--- src/rtl/uart_tx_engine_pkg.sv ---
// -----------------------------------------------------------------------------
// uart_tx_pkg
// Shared definitions for the UART transmit engine: FSM state encoding,
// parity-type and stop-bit selector constants, and the legal WIDTH range.
// -----------------------------------------------------------------------------
package uart_tx_pkg;

   // Frame sequencer states; IDLE must stay at zero so busy = (state != IDLE).
   typedef enum logic [2:0] {
      ST_IDLE   = 3'd0,
      ST_START  = 3'd1,
      ST_DATA   = 3'd2,
      ST_PARITY = 3'd3,
      ST_STOP1  = 3'd4,
      ST_STOP2  = 3'd5
   } uart_tx_state_e;

   // PAR_TYP encoding
   localparam logic PAR_EVEN = 1'b0;
   localparam logic PAR_ODD  = 1'b1;

   // STOP2 encoding
   localparam logic STOP_ONE = 1'b0;
   localparam logic STOP_TWO = 1'b1;

   // Supported data bits per frame
   localparam int WIDTH_MIN = 5;
   localparam int WIDTH_MAX = 9;

endpackage

--- src/rtl/uart_tx_engine_if.sv ---
// -----------------------------------------------------------------------------
// uart_tx_engine_if
// Producer-side handshake and per-word frame configuration of the UART
// transmit engine.
//   P_DATA     word to transmit (WIDTH bits)
//   Data_Valid producer offers P_DATA
//   data_ready engine holding register is empty
//   PAR_EN     append parity bit
//   PAR_TYP    0 = even, 1 = odd
//   STOP2      1 = two stop bits
// master = producer (bus-side TX register), slave = engine.
// -----------------------------------------------------------------------------
interface uart_tx_engine_if #(
   parameter int WIDTH = 8
);
   logic [WIDTH-1:0] P_DATA;
   logic             Data_Valid;
   logic             data_ready;
   logic             PAR_EN;
   logic             PAR_TYP;
   logic             STOP2;

   modport master (
      output P_DATA, Data_Valid, PAR_EN, PAR_TYP, STOP2,
      input  data_ready
   );

   modport slave (
      input  P_DATA, Data_Valid, PAR_EN, PAR_TYP, STOP2,
      output data_ready
   );
endinterface

--- src/rtl/uart_tx_engine_serializer.sv ---
// -----------------------------------------------------------------------------
// uart_tx_serializer
// Frame datapath: WIDTH-bit right-shifting register, data bit counter and
// parity latch for the frame currently on the line.
//   clk_i      system clock
//   rst_i      synchronous active-high reset (counter only)
//   load_i     capture data_i / par_typ_i, clear the counter
//   data_i     word being loaded
//   par_typ_i  parity type of the word being loaded
//   shift_i    advance the shift register by one bit
//   cnt_en_i   advance the data bit counter
//   bit_o      current LSB of the shift register (next data bit to send)
//   par_o      parity bit of the loaded word
//   done_o     counter has reached WIDTH-1 (last data bit on the line)
// -----------------------------------------------------------------------------
module uart_tx_serializer
   import uart_tx_pkg::*;
#(
   parameter int WIDTH = 8
) (
   input  logic             clk_i,
   input  logic             rst_i,
   input  logic             load_i,
   input  logic [WIDTH-1:0] data_i,
   input  logic             par_typ_i,
   input  logic             shift_i,
   input  logic             cnt_en_i,
   output logic             bit_o,
   output logic             par_o,
   output logic             done_o
);

   localparam int CNT_W = $clog2(WIDTH);

   logic [WIDTH-1:0] shift_q, shift_d;
   logic [CNT_W-1:0] cnt_q, cnt_d;
   logic             par_q, par_d;

   function automatic logic calc_parity(input logic [WIDTH-1:0] data,
                                        input logic             typ);
      return (^data) ^ (typ == PAR_ODD);
   endfunction

   always_comb begin
      shift_d = shift_q;
      par_d   = par_q;
      cnt_d   = cnt_q;
      if (load_i) begin
         shift_d = data_i;
         par_d   = calc_parity(data_i, par_typ_i);
         cnt_d   = '0;
      end else begin
         if (shift_i) begin
            shift_d = {1'b0, shift_q[WIDTH-1:1]};
         end
         if (cnt_en_i) begin
            cnt_d = cnt_q + CNT_W'(1);
         end
      end
   end

   // Shift data and parity carry no reset: they are always loaded before use.
   always_ff @(posedge clk_i) begin
      shift_q <= shift_d;
      par_q   <= par_d;
   end

   always_ff @(posedge clk_i) begin
      if (rst_i) begin
         cnt_q <= '0;
      end else begin
         cnt_q <= cnt_d;
      end
   end

   assign bit_o  = shift_q[0];
   assign par_o  = par_q;
   assign done_o = (cnt_q == CNT_W'(WIDTH - 1));

endmodule

--- src/rtl/uart_tx_engine.sv ---
// -----------------------------------------------------------------------------
// uart_tx_engine
// UART transmit engine. A one-entry holding register with valid/ready
// handshake feeds a frame sequencer that emits start / WIDTH data bits
// (LSB first) / optional parity / one or two stop bits, one bit per
// baud_tick. A word waiting in the holding register is started on the same
// edge that ends the previous stop bit, so back-to-back frames have no gap.
//   CLK         system clock
//   RST         synchronous active-high reset
//   baud_tick   one-cycle strobe per bit period (may be held high)
//   tx_if       producer handshake + per-word config (slave modport)
//   TX_OUT      registered serial line, idle high
//   busy        frame in progress
//   frame_done  one-cycle pulse after the edge that ends the last stop bit
// -----------------------------------------------------------------------------
module uart_tx_engine
   import uart_tx_pkg::*;
#(
   parameter int WIDTH = 8
) (
   input  logic             CLK,
   input  logic             RST,
   input  logic             baud_tick,
   uart_tx_engine_if.slave  tx_if,
   output logic             TX_OUT,
   output logic             busy,
   output logic             frame_done
);

   uart_tx_state_e   state_q, state_d;
   logic             hold_full_q, hold_full_d;
   logic [WIDTH-1:0] hold_data_q;
   logic             hold_par_en_q, hold_par_typ_q, hold_stop2_q;
   logic             par_en_q, stop2_q;
   logic             tx_q, tx_d;
   logic             fd_q, fd_d;

   logic             xfer;
   logic             load;
   logic             shift;
   logic             cnt_en;
   logic             frame_end;
   logic             ser_bit, ser_par, ser_done;

   // Holding register is only written while empty, so P_DATA is never
   // sampled while data_ready is low.
   assign xfer = tx_if.Data_Valid & ~hold_full_q;

   uart_tx_serializer #(
      .WIDTH (WIDTH)
   ) u_ser (
      .clk_i     (CLK),
      .rst_i     (RST),
      .load_i    (load),
      .data_i    (hold_data_q),
      .par_typ_i (hold_par_typ_q),
      .shift_i   (shift),
      .cnt_en_i  (cnt_en),
      .bit_o     (ser_bit),
      .par_o     (ser_par),
      .done_o    (ser_done)
   );

   always_comb begin
      state_d   = state_q;
      tx_d      = tx_q;
      fd_d      = 1'b0;
      load      = 1'b0;
      shift     = 1'b0;
      cnt_en    = 1'b0;
      frame_end = 1'b0;

      if (baud_tick) begin
         case (state_q)
            ST_IDLE: begin
               tx_d = 1'b1;
               if (hold_full_q) begin
                  load    = 1'b1;
                  state_d = ST_START;
                  tx_d    = 1'b0;
               end
            end
            // Leaving START puts data bit 0 on the line; the counter only
            // advances on DATA ticks, so it reads WIDTH-1 while the last bit
            // is being sent.
            ST_START: begin
               state_d = ST_DATA;
               tx_d    = ser_bit;
               shift   = 1'b1;
            end
            ST_DATA: begin
               if (ser_done) begin
                  if (par_en_q) begin
                     state_d = ST_PARITY;
                     tx_d    = ser_par;
                  end else begin
                     state_d = ST_STOP1;
                     tx_d    = 1'b1;
                  end
               end else begin
                  tx_d   = ser_bit;
                  shift  = 1'b1;
                  cnt_en = 1'b1;
               end
            end
            ST_PARITY: begin
               state_d = ST_STOP1;
               tx_d    = 1'b1;
            end
            ST_STOP1: begin
               if (stop2_q == STOP_TWO) begin
                  state_d = ST_STOP2;
                  tx_d    = 1'b1;
               end else begin
                  frame_end = 1'b1;
               end
            end
            ST_STOP2: begin
               frame_end = 1'b1;
            end
            default: begin
               state_d = ST_IDLE;
               tx_d    = 1'b1;
            end
         endcase

         // A pending word starts on the very edge that closes the frame.
         if (frame_end) begin
            fd_d = 1'b1;
            if (hold_full_q) begin
               load    = 1'b1;
               state_d = ST_START;
               tx_d    = 1'b0;
            end else begin
               state_d = ST_IDLE;
               tx_d    = 1'b1;
            end
         end
      end
   end

   // Transfer and load are mutually exclusive: one needs empty, one full.
   always_comb begin
      hold_full_d = hold_full_q;
      if (xfer) begin
         hold_full_d = 1'b1;
      end else if (load) begin
         hold_full_d = 1'b0;
      end
   end

   always_ff @(posedge CLK) begin
      if (RST) begin
         state_q     <= ST_IDLE;
         hold_full_q <= 1'b0;
         tx_q        <= 1'b1;
         fd_q        <= 1'b0;
      end else begin
         state_q     <= state_d;
         hold_full_q <= hold_full_d;
         tx_q        <= tx_d;
         fd_q        <= fd_d;
      end
   end

   // Word and frame configuration; validity is tracked by hold_full_q/state_q.
   always_ff @(posedge CLK) begin
      if (xfer) begin
         hold_data_q    <= tx_if.P_DATA;
         hold_par_en_q  <= tx_if.PAR_EN;
         hold_par_typ_q <= tx_if.PAR_TYP;
         hold_stop2_q   <= tx_if.STOP2;
      end
      if (load) begin
         par_en_q <= hold_par_en_q;
         stop2_q  <= hold_stop2_q;
      end
   end

   assign tx_if.data_ready = ~hold_full_q;
   assign TX_OUT           = tx_q;
   assign busy             = (state_q != ST_IDLE);
   assign frame_done       = fd_q;

endmodule

--- src/flat_wrapper.sv ---
// flat-port wrapper written by rule: the top's interface ports become plain ports
module uart_tx_engine_flat import uart_tx_pkg::*;
#(
   parameter int WIDTH = 8
)
  (CLK, RST, baud_tick, TX_OUT, busy, frame_done, tx_if_P_DATA, tx_if_Data_Valid, tx_if_PAR_EN, tx_if_PAR_TYP, tx_if_STOP2, tx_if_data_ready);
  uart_tx_engine_if #(.WIDTH(WIDTH)) tx_if_i ();
  input  logic CLK;
  input  logic RST;
  input  logic baud_tick;
  output logic TX_OUT;
  output logic busy;
  output logic frame_done;
  input wire logic [$bits(tx_if_i.P_DATA)-1:0] tx_if_P_DATA;
  input wire logic [$bits(tx_if_i.Data_Valid)-1:0] tx_if_Data_Valid;
  input wire logic [$bits(tx_if_i.PAR_EN)-1:0] tx_if_PAR_EN;
  input wire logic [$bits(tx_if_i.PAR_TYP)-1:0] tx_if_PAR_TYP;
  input wire logic [$bits(tx_if_i.STOP2)-1:0] tx_if_STOP2;
  output wire logic [$bits(tx_if_i.data_ready)-1:0] tx_if_data_ready;
  assign tx_if_i.P_DATA = tx_if_P_DATA;
  assign tx_if_i.Data_Valid = tx_if_Data_Valid;
  assign tx_if_i.PAR_EN = tx_if_PAR_EN;
  assign tx_if_i.PAR_TYP = tx_if_PAR_TYP;
  assign tx_if_i.STOP2 = tx_if_STOP2;
  assign tx_if_data_ready = tx_if_i.data_ready;
  uart_tx_engine #(.WIDTH(WIDTH)) u_core (.CLK(CLK), .RST(RST), .baud_tick(baud_tick), .tx_if(tx_if_i), .TX_OUT(TX_OUT), .busy(busy), .frame_done(frame_done));
endmodule
--- config.mk ---
export PLATFORM = sky130hd
export DESIGN_NAME = uart_tx_engine_flat
export DESIGN_NICKNAME = d
export VERILOG_FILES = /design/src/rtl/uart_tx_engine_pkg.sv /design/src/rtl/uart_tx_engine_if.sv /design/src/rtl/uart_tx_engine_serializer.sv /design/src/rtl/uart_tx_engine.sv /design/src/flat_wrapper.sv
export SDC_FILE = /design/constraint.sdc
export NUM_CORES = 1
export LEC_CHECK = 0
export ABC_AREA = 1
export CAP_MARGIN = 5
export CORE_ASPECT_RATIO = 1.1
export CORE_MARGIN = 10
export CORE_UTILIZATION = 40
export DETAILED_ROUTE_END_ITERATION = 7
export DONT_BUFFER_PORTS = 1
export GPL_ROUTABILITY_DRIVEN = 0
export GPL_TIMING_DRIVEN = 0
export PLACE_DENSITY = 0.52
export SLEW_MARGIN = 20
export SYNTH_ARGS = -nofsm -noshare
export SYNTH_HDL_FRONTEND = slang
export SYNTH_HIERARCHICAL = 1
export SYNTH_SLANG_ARGS = --single-unit
--- constraint.sdc ---
create_clock -name CLK -period 2.1 [get_ports CLK]
set_input_delay 0.42 -clock CLK [delete_from_list [all_inputs] [get_ports CLK]]
set_output_delay 0.42 -clock CLK [all_outputs]
set_load 0.005 [all_outputs]
=== After elaboration in Yosys (flattened, before gate mapping) ===
Cells that the tools add are included.

* Register bits after elaboration: 31
* Input bits: 15
* Word-level logic and storage cells: 68

* Add/subtract/negate cells: 1
* Equality and inequality tests: 10
* Muxes and demuxes: 31
* Bitwise logic cells: 4
* Reductions and logical operators: 9

{| class="wikitable"
|+ Operators with widths
! kind !! count
|-
| 1-bit 2-to-1 mux || 20
|-
| 3-bit case mux with 6 select lines || 1
|-
| 8-bit 2-to-1 mux || 2
|-
| 3-bit 2-to-1 mux || 5
|-
| 3-bit equality test (second input constant) || 3
|-
| 3-bit by 1-bit inequality test with 1-bit output (second input constant) || 3
|-
| 8-bit XOR reduction || 1
|-
| 3-bit by 2-bit equality test with 1-bit output (second input constant) || 2
|-
| 1-bit case mux with 5 select lines || 1
|-
| 5-bit AND reduction || 1
|-
| 1-bit case mux with 2 select lines || 2
|-
| 2-bit nonzero test || 2
|-
| 2-bit OR reduction || 2
|-
| 3-bit by 1-bit adder with 3-bit output (second input constant) || 1
|-
| 3-bit by 1-bit equality test with 1-bit output (second input constant) || 1
|-
| 3-bit zero test || 1
|-
| 3-bit AND reduction || 1
|-
| 3-bit nonzero test || 1
|-
| 2-bit by 1-bit inequality test with 1-bit output (second input constant) || 1
|-
| 1-bit NOT || 2
|-
| 1-bit bitwise AND || 1
|-
| 1-bit XOR || 1
|}

=== Longest topological paths before layout ===
Gate-level depths: netlist of run 1.

* Depth in word-level cells: 7
* Mapped depth: 11

=== By module ===
Netlist of run 1, hierarchy kept.

{| class="wikitable"
|+ Modules (own cells, without submodules)
! module !! instances !! cells each !! area each (um^2) !! seq. area each (um^2)
|-
| uart_tx_engine || 1 || 78 || 785.8 || 510.5
|-
| uart_tx_serializer || 1 || 75 || 633.1 || 330.3
|}

=== Least setup slack after synthesis of run 1 ===
Ideal clock, no wire load.

* Path type: register -> register
* From: reg u_core.state_q[0]
* To: reg u_core.u_ser.shift_q[0] (enable)
* Data arrival time: 1.399 ns
* Setup slack: 0.392 ns
* Cell stages (with the launch flop): 6
* Period minus slack after synthesis: 1.708 ns
* Path through: dfxtp_1 > nor2_1 > nand2_1 > a211oi_2 > buf_6 > or2_2

* Longest elaborated chain between the ends: 6
* Elaborated cells between the ends (all ways): 14
* Classes of those cells: eq/ne: 4; mux: 8; reduce/logical: 2

{| class="wikitable"
|+ Ends and longest elaborated chain
! element !! line !! text
|-
| start: declaration || uart_tx_engine.sv:30 || <nowiki>uart_tx_state_e state_q, state_d;</nowiki>
|-
| start signal: assignment || uart_tx_engine.sv:159 || <nowiki>state_q <= state_d;</nowiki>
|-
| 3-bit equality test or 3-bit zero test (tied branches) || uart_tx_engine.sv:74 || <nowiki>case (state_q)</nowiki>
|-
| 1-bit case mux with 2 select lines or 1-bit 2-to-1 mux (tied branches) || uart_tx_engine.sv:74 ||
|-
| 1-bit 2-to-1 mux, on equally long branches || uart_tx_engine.sv:73, uart_tx_engine.sv:130 ||
|-
| 1-bit 2-to-1 mux * || uart_tx_engine.sv:128 || <nowiki>if (frame_end) begin</nowiki>
|-
| 1-bit 2-to-1 mux * || uart_tx_engine.sv:73 || <nowiki>if (baud_tick) begin</nowiki>
|-
| net u_core.load || uart_tx_engine.sv:39 || <nowiki>logic load;</nowiki>
|-
| 2-bit nonzero test (no source line) * || n/a ||
|-
| end signal: assignment || uart_tx_engine_serializer.sv:64 || <nowiki>shift_q <= shift_d;</nowiki>
|-
| end: declaration || uart_tx_engine_serializer.sv:35 || <nowiki>logic [WIDTH-1:0] shift_q, shift_d;</nowiki>
|}

Mark *: on every way through the listed nets, which the timed path passes. The rest lies on a longest branch. The select of a mux whose other input is x is not followed.
A chain may end at the register's enable or synchronous reset.

=== Worst setup path in the final report of run 1 ===
Ends and elaborated chain as after synthesis.

==> results.json, run 1 <==
{
  "tightestPinTransition_ps": 791.8,
  "fraction_of_the_yosys_area_taken_by_sequential_cells": 0.5926,
  "synthCells": 153,
  "timing.fmax_mhz": 514.3,
  "met2_usage": 0.1400,
  "std_cell_rows": 22,
  "first_pass_iters": 4,
  "multi_input_comb_area_um2": 506.7,
  "vias": 994,
  "data_arrival_time_of_the_worst_path_ps": 1960,
  "timing.critical_path.to_type": "flip-flop",
  "hold_path.class": "in -> reg",
  "first_iter_violations": 102,
  "setup_repair_after_global_routing_missed_its_margin": "no",
  "globalRouteMet1Util": 0.07880,
  "busiest_layer": "met2",
  "dp.cells": 201,
  "period_share": 0.9259,
  "max-vdd-ir-drop_uv": 489.6,
  "routed_wl_um": 2428,
  "postCtsSetupRepairBufs": 0,
  "tritoncts": "yes",
  "first_global_vias": 1007,
  "cts_root_buffer": "clkbuf_4",
  "synth_warn": 6,
  "core_region_area_mm2": 0.003386,
  "critPathLaunchType": "flip-flop",
  "route.detailed.wl_per_inst_um": 11.62,
  "total_number_of_h_tree_levels": 2,
  "power_density_mw_per_mm2": 866.5,
  "layout_common_cells": "nand2_1 (58), edfxtp_1 (22), inv_1 (14)",
  "clkLatencyLatePin_ps": 320,
  "seq_area_um2": 840.8,
  "grt_first_pass_wirelength_um": 4050,
  "fin_tns_setup_ps": 0,
  "design.final.nets": 177,
  "critical_path.max_fanout": 10,
  "antenna_cells": 0,
  "worst-endpoint-required_ps": 2120,
  "ctsLongestPathBuffers": 2,
  "syn_area_mm2": 0.001419,
  "drc_errors": 0,
  "grt_overflow_total": 0,
  "route.antenna.remaining_nets": 0,
  "grt_start_max_net_pins": 12,
  "postSynthRegisterBits": 31,
  "syn_avg_cell_area_um2": 9.274,
  "grtUsageTotal": 0.08063,
  "grt_antenna_before_repair": 0,
  "syn_nets": 170,
  "fin_cells": 209,
  "drv_slew": 0,
  "fillcell_total": 338,
  "post_drt_via_cell_ratio": 4.756,
  "finalClockSkew_ps": 9.482,
  "timing.max_cap.violations": 0,
  "max-slew-margin-rel": 0.4702,
  "floorplan.initialDensity": 0.4191,
  "status": "finished clean",
  "hold_viol_final": 0,
  "die_width_um": 76.79,
  "die_height_um": 82.47,
  "die-area_mm2": 0.006332,
  "power.static_leakage_nw": 0.6441,
  "yosys.cell_types.count": 23,
  "setup_violations": 0,
  "clock_sinks": 31,
  "global_routing_usage_on_met3": 0.03672,
  "clock_input_transition_at_the_sequential_cells_of_the_worst_setup_and_hold_paths_ps": 100,
  "timing_worst_setup_path_type": "reg -> reg",
  "hpwl_um": 1906,
  "flow.area_growth_from_synthesis_pct": 8.818,
  "final_common_cell": "nand2_1",
  "layout-drive-gt1-share": 0.1304,
  "port_buffers": 0,
  "cts_inserted_buffers": 5,
  "layout_min_cycle_time_ps": 1944,
  "pin_count": 19
}
[worst max-delay path, stage by stage (launching register included)]
cell      delay [ps]
dfxtp_1          390
nor2_1           240
nand2_1          190
a211oi_4         390
buf_6            190
or2_2            230
[what timing repair did]
action	CTS	global route
hold buffers	0	0
endpoints found under the hold margin	0	0
resized for setup	0	1
setup endpoints to repair	0	9
[registers in the layout, indices dropped and copies added (netlist names)]
register / count
u_core/u_ser/cnt_q: 3
u_core/hold_data_q: 8
u_core/state_q: 3
u_core/hold_full_q: 1
u_core/frame_done: 1
u_core/TX_OUT: 1
u_core/u_ser/shift_q: 8
u_core/hold_par_typ_q: 1
u_core/hold_stop2_q: 1
u_core/hold_par_en_q: 1
u_core/u_ser/par_o: 1
u_core/stop2_q: 1
u_core/par_en_q: 1
[cell type report]
type / instances / share of cell area
Clock buffer: 5 / 0.02431
Tap cell: 48 / 0.03890
Sequential cell: 31 / 0.5446
Inverter: 18 / 0.04376
Clock inverter: 3 / 0.01297
Buffer: 1 / 0.007293
Multi-Input combinational cell: 103 / 0.3282
[stage by stage]
stage	setup slack (ps)	hold slack, ps	cell area (um^2)	util	power, mW
6_report	155.5	151.4	1544	0.4560	1.338
5_1_grt	12.14	135.5	1544	0.4560	1.421
4_1_cts	101.4	136.4	1536	0.4538	1.357
3_5_place_dp	123.5	413.3	1479	0.4368	1.014
3_3_place_gp	147.7	409.3	1479	0.4368	1.005
2_1_floorplan	391.7	400.3	1419	-	0.9618
[layer usage]
layer,up-vias,share of wire
met5,-,0
met4,0,0.016
li1,508,-
met2,37,0.49
met3,5,0.067
met1,444,0.43
[synth_stat cells (all sizes together)]
cell | n | area [um^2]
xor2 | 2 | 17.52
dfxtp | 9 | 180.2
o21ai | 3 | 15.01
nor2 | 9 | 36.29
xnor2 | 3 | 26.28
a211oi | 1 | 12.51
buf | 1 | 11.26
nand3 | 8 | 45.04
inv | 18 | 67.56
ha | 2 | 25.02
or2 | 3 | 18.77
edfxtp | 22 | 660.6
a21oi | 10 | 61.31
nor3 | 1 | 5.000
a31oi | 1 | 6.260
nand2 | 60 | 230.2
[kinds of logic after synthesis]
family	Yosys count	synth area share
flops	31	0.5926
fa+ha+maj	2	0.01763
buf+inv	19	0.05555
simple gates	81	0.2363
xor+xnor	5	0.03087
compound gates	15	0.06702
[where the power goes]
part	internal [mW]	switching, mW
logic	0.0792	0.159
clock network	0.128	0.205
registers	0.732	0.0351
total	0.939	0.399
[worst paths after layout]
path | start | to | slack, ps | cells past startpoint
worst min register to register | u_core/hold_stop2_q$_DFFE_PP_ | u_core/stop2_q$_DFFE_PP_ | 430 | 0
worst min-delay path | RST | u_core/state_q[2]$_SDFFE_PP0P_ | 150 | 1
worst max-delay path | u_core/state_q[0]$_SDFFE_PP0P_ | u_core/u_ser/shift_q[0]$_DFFE_PP_ | 160 | 5
worst max register to register | u_core/state_q[0]$_SDFFE_PP0P_ | u_core/u_ser/shift_q[0]$_DFFE_PP_ | 160 | 5
(Power assumes the default switching activity.)
==> inputs of run 2 (changes only) <==
Settings changed: BUFFER_PORTS_ARGS set to -buffer_cell sky130_fd_sc_hd__buf_2, DONT_BUFFER_PORTS 1 to unset, PLACE_DENSITY 0.52 to 0.57.
==> run 2 against run 1 <==
  * Power grew 0.35%
  * Worst setup slack gained 38 ps
  * Combinational power grew 8%
  * Critical path depth is the same
  * Register-to-register slack gained 40 ps
  * Sequential share of layout area shrank 2.8 points
  * Clock-buffer cell count grew 1
  * Final area grew 5.3%
  * Routed wire length grew 0.45%
  * Largest power group unchanged
==> results.json, run 2 (synthesis results as in run 1) <==
{
  "status": "finished clean",
  "floorplan.initialDensity": 0.4191,
  "hold_viol_final": 0,
  "first_iter_violations": 86,
  "critical_path.max_fanout": 10,
  "layout_min_cycle_time_ps": 1907,
  "port_buffers": 18,
  "post_drt_via_cell_ratio": 4.573,
  "final_common_cell": "nand2_1",
  "fillcell_total": 344,
  "post-route-cell-area_mm2": 0.001627,
  "design.final.nets": 195,
  "layout_common_cells": "nand2_1 (58), edfxtp_1 (22), buf_2 (18)",
  "rr_startpoint": "u_core/state_q[0]$_SDFFE_PP0P_",
  "period_share": 0.9079,
  "seq_area_um2": 840.8,
  "core_region_area_mm2": 0.003386,
  "routed_wl_um": 2439,
  "worst-endpoint-required_ps": 2120,
  "grt_antenna_before_repair": 0,
  "pin_count": 19,
  "holdBufCountCts": 0,
  "total_number_of_h_tree_levels": 2,
  "timing_worst_setup_path_type": "reg -> reg",
  "die-area_mm2": 0.006332,
  "clock_input_transition_at_the_sequential_cells_of_the_worst_setup_and_hold_paths_ps": 100,
  "ctsLongestPathBuffers": 2,
  "finalClockSkew_ps": 13.18,
  "max-slew-margin-rel": 0.4616,
  "flow.area_growth_from_synthesis_pct": 14.64,
  "drv_slew": 0,
  "vias": 1038,
  "critPathLaunchType": "flip-flop",
  "max-vdd-ir-drop_uv": 528.3,
  "grt_overflow_total": 0,
  "antenna_cells": 0,
  "r2r-end": "u_core/u_ser/shift_q[0]$_DFFE_PP_",
  "timing.max_cap.violations": 0,
  "setup_repair_after_global_routing_missed_its_margin": "no",
  "grtUsageTotal": 0.08631,
  "clkLatencyLatePin_ps": 330,
  "cts_root_buffer": "clkbuf_4",
  "postCtsSetupRepairBufs": 0,
  "cts_resized": 0,
  "worstSetupEndpoint": "u_core/u_ser/shift_q[0]$_DFFE_PP_",
  "design_power_total_mw": 1.343,
  "drc_errors": 0,
  "layout-drive-gt1-share": 0.2067,
  "hpwl_um": 1920,
  "tritoncts": "yes",
  "cts_inserted_buffers": 5,
  "std_cell_rows": 22,
  "power_density_mw_per_mm2": 825.4,
  "grt_first_pass_wirelength_um": 4374,
  "grt_start_max_net_pins": 12,
  "worst-r2r-cell-count": 5,
  "route.antenna.remaining_nets": 0,
  "layout_top_registers": "u_core/hold_data_q x8, u_core/u_ser/shift_q x8",
  "timing.critical_path.to_type": "flip-flop",
  "first_global_vias": 1071,
  "data_arrival_time_of_the_worst_path_ps": 1920,
  "hold_path.class": "in -> reg",
  "power.static_leakage_nw": 0.7181,
  "multi_input_comb_area_um2": 506.7,
  "fin_tns_setup_ps": 0,
  "first_pass_iters": 4,
  "die_width_um": 76.79,
  "timing.fmax_mhz": 524.5,
  "die_height_um": 82.47,
  "route.detailed.wl_per_inst_um": 10.74,
  "clock_sinks": 31,
  "tightestPinTransition_ps": 804.6,
  "dpl-instance-area_mm2": 0.001569,
  "r2r_slack_ps": 190,
  "setup.worst_path.start": "u_core/state_q[0]$_SDFFE_PP0P_",
  "setup_violations": 0
}
==> run 2: layout make-up <==
cell class / instances / share of cell area
flip-flops and latches: 31 / 0.5169
multi-input cells: 103 / 0.3115
repair buffers: 18 / 0.05538
inverters: 18 / 0.04154
well taps: 48 / 0.03692
clock buffers: 6 / 0.02538
plain buffers: 1 / 0.006923
clock inverters: 2 / 0.005385
==> run 2: stage by stage <==
stage / hold slack, ps / cells / util / worst slack [ps]
after CTS: 252.0 / 227 / 0.4782 / 137.4
after global routing: 249.3 / 227 / 0.4804 / 33.84
after floorplan: 400.3 / 153 / - / 391.7
after detailed placement: 407.2 / 219 / 0.4634 / 171.3
after global placement: 407.8 / 219 / 0.4634 / 178.1
final: 269.1 / 227 / 0.4804 / 193.5
==> run 2: worst min-delay path by stage <==
stage,cells past startpoint,from,end,slack [ps]
4_1_cts,1,tx_if_P_DATA[6],u_core/hold_data_q[6]$_DFFE_PP_,250
5_1_grt,1,tx_if_P_DATA[6],u_core/hold_data_q[6]$_DFFE_PP_,250
3_5_place_dp,0,u_core/hold_par_en_q$_DFFE_PP_,u_core/par_en_q$_DFFE_PP_,410
2_1_floorplan,0,u_core/hold_par_en_q$_DFFE_PP_,u_core/par_en_q$_DFFE_PP_,400
6_report,1,tx_if_P_DATA[6],u_core/hold_data_q[6]$_DFFE_PP_,270
3_3_place_gp,0,u_core/hold_stop2_q$_DFFE_PP_,u_core/stop2_q$_DFFE_PP_,410
==> run 2: worst max-delay path: stages, from the launching register on <==
cell	delay [ps]
dfxtp_1	390
nor2_1	240
nand2_1	160
a211oi_4	380
buf_6	190
or2_2	230
==> run 2: where the power goes <==
group | switching [mW] | internal (mW)
clock network | 0.194 | 0.126
registers | 0.0339 | 0.732
logic | 0.162 | 0.0949
==> run 2: routing by layer <==
layer  wire length, um  part of all wire  GRT usage
met1              1096              0.45    0.08822
met2              1167              0.48     0.1518
met3               131             0.054    0.03240
met4                44             0.018    0.05019
met5                 0                 0          0
